===== src/rtl/life_pkg.sv =====
// Shared types and helpers for the Game-of-Life generation engine.
package life_pkg;

    // FSM encoding is visible on state_out, so the values are fixed.
    typedef enum logic [1:0] {
        IDLE  = 2'd0,
        PAUSE = 2'd1,
        RUN   = 2'd2,
        HALT  = 2'd3
    } life_state_t;

    // Flat bit position of cell (r,c) in a row-major grid vector.
    function automatic int cell_idx(input int r, input int c, input int cols);
        return r * cols + c;
    endfunction

endpackage


===== src/rtl/life_next.sv =====
// Combinational successor-generation logic for a ROWS x COLS Life grid.
// Each cell looks at its 8 neighbours; WRAP selects toroidal or dead edges.
module life_next
    import life_pkg::*;
#(
    parameter int ROWS = 16,
    parameter int COLS = 16,
    parameter int WRAP = 1
) (
    input  logic [ROWS*COLS-1:0] grid,
    output logic [ROWS*COLS-1:0] next_grid
);

    for (genvar r = 0; r < ROWS; r++) begin : g_row
        for (genvar c = 0; c < COLS; c++) begin : g_col
            logic [7:0] nb;
            logic [3:0] n;

            // Neighbour k: k=0..2 row above, k=3/4 same row, k=5..7 row below.
            for (genvar k = 0; k < 8; k++) begin : g_nb
                localparam int DR     = (k < 3) ? -1 : ((k < 5) ? 0 : 1);
                localparam int DC     = (k < 3) ? (k - 1) :
                                        ((k == 3) ? -1 : ((k == 4) ? 1 : (k - 6)));
                localparam int NR     = (r + DR + ROWS) % ROWS;
                localparam int NC     = (c + DC + COLS) % COLS;
                localparam bit INSIDE = (r + DR >= 0) && (r + DR < ROWS) &&
                                        (c + DC >= 0) && (c + DC < COLS);
                assign nb[k] = (WRAP != 0 || INSIDE) ? grid[cell_idx(NR, NC, COLS)] : 1'b0;
            end

            // Population count of the eight neighbours.
            always_comb begin
                n = '0;
                for (int k = 0; k < 8; k++) begin
                    n = n + {3'b000, nb[k]};
                end
            end

            // Birth on exactly 3, survival on 2 or 3.
            assign next_grid[cell_idx(r, c, COLS)] =
                (n == 4'd3) | (grid[cell_idx(r, c, COLS)] & (n == 4'd2));
        end
    end

endmodule


===== src/rtl/life_engine.sv =====
// Game-of-Life generation engine: grid register, control FSM,
// saturating generation counter, update pulse and still/extinct flags.
//
// state | meaning
// ------+---------------------------------------------------------
// IDLE  | grid cleared or never seeded; only clear/load act
// PAUSE | seeded, frozen; step advances one generation, run starts
// RUN   | advances one generation per tick until paused or stable
// HALT  | grid reached a still life; frozen until load/clear
module life_engine
    import life_pkg::*;
#(
    parameter int ROWS           = 16,
    parameter int COLS           = 16,
    parameter int WRAP           = 1,
    parameter int CW             = 16,
    parameter int STOP_ON_STABLE = 1
) (
    input  logic                 clk,
    input  logic                 reset,
    input  logic                 clear,
    input  logic                 load,
    input  logic [ROWS*COLS-1:0] seed,
    input  logic                 run,
    input  logic                 pause,
    input  logic                 step,
    input  logic                 tick,
    output logic [ROWS*COLS-1:0] gen_out,
    output logic [CW-1:0]        gen_count,
    output logic                 gen_pulse,
    output logic [1:0]           state_out,
    output logic                 stable,
    output logic                 extinct
);

    life_state_t          state;
    life_state_t          state_nxt;
    logic                 do_update;
    logic [ROWS*COLS-1:0] next_grid;

    life_next #(
        .ROWS (ROWS),
        .COLS (COLS),
        .WRAP (WRAP)
    ) u_next (
        .grid      (gen_out),
        .next_grid (next_grid)
    );

    assign stable    = (next_grid == gen_out);
    assign extinct   = (gen_out == '0);
    assign state_out = state;

    // Command decode: clear > load > pause > step > run, gated by state.
    always_comb begin
        state_nxt = state;
        do_update = 1'b0;
        if (clear) begin
            state_nxt = IDLE;
        end else if (load) begin
            state_nxt = PAUSE;
        end else begin
            case (state)
                PAUSE: begin
                    if (pause) begin
                        state_nxt = PAUSE;
                    end else if (step) begin
                        do_update = 1'b1;
                    end else if (run) begin
                        state_nxt = RUN;
                    end
                end
                RUN: begin
                    if (pause) begin
                        state_nxt = PAUSE;
                    end else if (tick) begin
                        // A still grid would never change again, so stop instead of updating.
                        if (stable && (STOP_ON_STABLE != 0)) begin
                            state_nxt = HALT;
                        end else begin
                            do_update = 1'b1;
                        end
                    end
                end
                default: begin
                    state_nxt = state;
                end
            endcase
        end
    end

    // Grid, counter, pulse and state registers.
    always_ff @(posedge clk) begin
        if (reset) begin
            state     <= IDLE;
            gen_out   <= '0;
            gen_count <= '0;
            gen_pulse <= 1'b0;
        end else begin
            state     <= state_nxt;
            gen_pulse <= do_update;
            if (clear) begin
                gen_out   <= '0;
                gen_count <= '0;
            end else if (load) begin
                gen_out   <= seed;
                gen_count <= '0;
            end else if (do_update) begin
                gen_out <= next_grid;
                // Saturate so a long run never wraps back to a small count.
                if (gen_count != '1) begin
                    gen_count <= gen_count + 1'b1;
                end
            end
        end
    end

endmodule


===== config.mk =====
export PLATFORM = sky130hd
export DESIGN_NAME = life_engine
export DESIGN_NICKNAME = d
export VERILOG_FILES = /design/src/rtl/life_pkg.sv /design/src/rtl/life_next.sv /design/src/rtl/life_engine.sv
export SDC_FILE = /design/constraint.sdc
export NUM_CORES = 2
export LEC_CHECK = 0
export CAP_MARGIN = 40
export CORE_MARGIN = 2
export CORE_UTILIZATION = 60
export DETAILED_ROUTE_END_ITERATION = 8
export PLACE_DENSITY = 0.81
export SKIP_CTS_REPAIR_TIMING = 1
export SYNTH_ARGS = -nofsm -noshare
export SYNTH_HDL_FRONTEND = slang
export SYNTH_HIERARCHICAL = 1
export SYNTH_SLANG_ARGS = --single-unit

===== constraint.sdc =====
create_clock -name clk -period 6.21 [get_ports clk]
set_clock_uncertainty 0.15 [all_clocks]
set_input_delay 0.621 -clock clk [delete_from_list [all_inputs] [get_ports clk]]
set_output_delay 0.621 -clock clk [all_outputs]
set_load 0.01 [all_outputs]

==> flow_metrics.tcl <==
set metrics [dict create \
    hpwl_um 179000 \
    dieArea_um2 95300 \
    crit_path_start_kind "flop" \
    critPathMaxFanout 7 \
    finalSetupViolCount 267 \
    crit_slowest_cell "fa_1" \
    setup_ws_ns -0.671 \
    cp-startpoint "gen_out[179]" \
    ys.warnings.count 6 \
    netSwitchingPower_mw 3.45 \
    p_sw_share_pct 41.2 \
    synth_top_area_cell "fa_1" \
    root_buffer "clkbuf_16" \
    synth_top_area_share_pct 36.7 \
    p_seq_share_pct 22.3 \
    intPower_mw 4.91 \
    ys_async_sr_fraction_pct 0 \
    pin_count 541 \
    route.met3.wl_um 30300 \
    ys_seq_area_share_pct 9.88 \
    grt.overflow.total 0 \
    antenna_found_initial 8 \
    routed_via_density 6.30 \
    grt_pass1_wl_um 319000 \
    syn_nets 8106 \
    die_w_um 309 \
    r2r-end "gen_out[190]" \
    synthDistinctLibCells 41 \
    grt_max_degree 121 \
    syn_to_final_growth_pct 30.8 \
    slew_headroom_pct 30.4 \
    synth.avg_cell_area_um2 9.22 \
    synth.most_common_cell "inv_1" \
    worstRegToRegCells 23 \
    rows 111 \
    pwr-share-comb_pct 46.2 \
    fmax_mhz 145 \
    ir_drop_uv 172 \
    drv_slew 0 \
    postRouteAntennaNets 0 \
    core_um2 91800 \
    ys_ff_latch 275 \
    rsz0062_at_grt "yes" \
    fin_hold_ws_ns 0.346 \
    power_leakage_nw 38.5 \
    status "finished with violations" \
    ys.flop_type "dfxtp_1" \
    synth_area_leaders "fa_1, ha_1, dfxtp_1, inv_1, a21oi_1" \
    io_buffers 540 \
    syn_area_um2 55700 \
    critPathTopFamily "adder cells" \
    finalCritPeriodShare_pct 111 \
    die_h_um 309 \
    p_total_mw 8.36 \
    drive_gt1_share_pct 18.6 \
    num-nets-final 9321 \
    drc 0 \
    clkLatencyLatePin_ns 0.64 \
    worst-setup-path-type "flop to flop" \
    cp_data_arrival_time_ns 7.24 \
    hold_path.class "flop to flop" \
    cts_max_path_buffers 3 \
    gp_congestion 1.03 \
    drt_pre_antenna_iters 8 \
    synth_edf_count 0 \
    p_clk_share_pct 31.5 \
    wl_per_cell_um 27.2 \
    cpPeakStageDelay_ns 0.60 \
    r2r_start "gen_out[179]" \
    top_layer_used "met5" \
    drv_cap 0 \
    cts_sinks 275 \
    cp.depth 23 \
    htree_levels 2 \
    worst_slew_pin_slew_ns 1.04 \
    num_vias 53760 \
    netlist_top_cells_count "inv_1, fa_1, a21oi_1" \
    cpMostUsedCell "fa_1" \
    powerDensity_nw_per_um2 115 \
    path_cells "clkinvlp_4 > fa_1 > fa_1 > fa_1 > inv_1 > ha_1 > fa_1 > or2_1 > a21oi_2 > xor2_1 > nor4_4 > buf_4 > nand4_1 > nor4_1 > nand4_1 > buf_6 > buf_6 > a211oi_4 > buf_6 > buf_12 > buf_12 > nand2_4 > a21oi_2" \
    wl_met2_um 99700 \
    grt_usage_pct 45.7 \
    synthCells 6048 \
    clkSlewWorstSetupHoldPaths_ns 0.06 \
    violations "negative setup slack" \
    dr.first_iter.drc_count 6695 \
    path_buf_inv 8 \
    r2r_slack_ns -0.67 \
    cts_tree "built" \
    cp-endpoint "gen_out[190]" \
    m1WireLength_um 78400 \
    totalWireLength_um 232000 \
    grt_pass1_vias 51844 \
    initial_core_util_pct 60.7 \
    hold_viol 0 \
    cp.required_ns 6.57 \
    cts_buffers 42 \
    worst_setup_path_end_kind "flop" \
    period_needed_ns 6.88 \
]
[power by group through the flow]
stage	Clock, mW	Combinational, mW	Sequential, mW
3_3_place_gp	0	3.20	1.89
6_report	2.64	3.86	1.86
3_5_place_dp	0	3.33	1.89
4_1_cts	2.61	3.37	1.85
5_1_grt	2.67	4.14	1.87
2_1_floorplan	0	1.75	1.96
[worst reg2reg max path: stages, from the launching register on]
cell	delay, ns
dfxtp_1	0.37
clkinvlp_4	0.24
fa_1	0.60
fa_1	0.47
fa_1	0.51
inv_1	0.05
ha_1	0.20
fa_1	0.41
or2_1	0.25
a21oi_2	0.21
xor2_1	0.15
nor4_4	0.56
buf_4	0.22
nand4_1	0.14
nor4_1	0.22
nand4_1	0.36
buf_6	0.28
buf_6	0.12
a211oi_4	0.34
buf_6	0.24
buf_12	0.20
buf_12	0.18
nand2_4	0.05
a21oi_2	0.25
[worst min-delay path by stage]
| stage | startpoint | endpoint | slack [ns] | depth (start not counted) |
|---|---|---|---|---|
| after floorplan | gen_count[11] | gen_count[11] | 0.35 | 2 |
| after global placement | gen_count[11] | gen_count[11] | 0.33 | 2 |
| after detailed placement | gen_count[11] | gen_count[11] | 0.33 | 2 |
| after CTS | gen_count[11] | gen_count[11] | 0.33 | 2 |
| after global routing | gen_count[11] | gen_count[11] | 0.36 | 2 |
| final | gen_count[11] | gen_count[11] | 0.35 | 2 |
[placed cells by master (no fill, tap or decap), drive strengths merged, types with 5 or more instances in the layout]
| master | netlist | final |
|---|---|---|
| inv | 1294 | 1242 |
| or2 | 258 | 258 |
| clkinv | 0 | 5 |
| buf | 34 | 740 |
| nor2 | 14 | 14 |
| a22oi | 249 | 249 |
| nand3 | 267 | 267 |
| o21ai | 263 | 263 |
| clkinvlp | 0 | 52 |
| or3 | 5 | 5 |
| fa | 1023 | 1023 |
| clkbuf | 83 | 77 |
| nand4 | 34 | 34 |
| dfxtp | 275 | 275 |
| nand2 | 266 | 266 |
| a21oi | 779 | 779 |
| a221oi | 7 | 7 |
| nor4 | 137 | 137 |
| ha | 771 | 771 |
| clkdlybuf4s50 | 0 | 538 |
| xor2 | 256 | 256 |
[routing by layer]
metal | vias to the layer above | global-route usage, %
met1 | 26322 | 57.0
li1 | 22274 | -
met3 | 1145 | 10.8
met5 | - | 0
met4 | 14 | 35.1
met2 | 4005 | 68.8
[layout make-up]
| cell class | instances | area [um2] |
|---|---|---|
| clock buffer | 69 | 1340 |
| antenna | 1 | 2.50 |
| fill | 5904 | 18900 |
| multi-input combinational | 4362 | 47500 |
| clock inverter | 7 | 85.1 |
| inverter | 1294 | 5060 |
| tap | 1243 | 1560 |
| sequential | 275 | 5530 |
| timing repair buffer | 1288 | 11800 |
[logic make-up (layout without fill, tap and decap cells)]
group | after synthesis | after routing | synth area share (%)
mux | 2 | 2 | 0.0359
buf+inv | 1411 | 2658 | 9.58
xor+xnor | 260 | 260 | 4.09
simple gates | 990 | 990 | 9.27
compound gates | 1316 | 1316 | 13.1
flops | 275 | 275 | 9.88
fa+ha+maj | 1794 | 1794 | 54.1
other cells | 0 | 1 | 0
[state kept, by name, summed over array words and instances (netlist names)]
name       count
gen_count     16
gen_pulse      1
gen_out      256
state_out      2
[per-stage QoR]
stage,TNS (ns),setup WS (ns),instances,cell area [um2],utilization (%)
floorplan,0,0.893,6048,55700,-
global placement,-191.91,-0.835,8273,66600,72.6
detailed placement,-150.34,-0.692,8280,66700,72.6
CTS,-154.70,-1.28,8356,68100,74.2
global route,-131.92,-0.725,8538,72900,79.4
finish,-122.19,-0.671,8539,72900,79.4
Note: power is estimated with default switching activity, not from simulation.
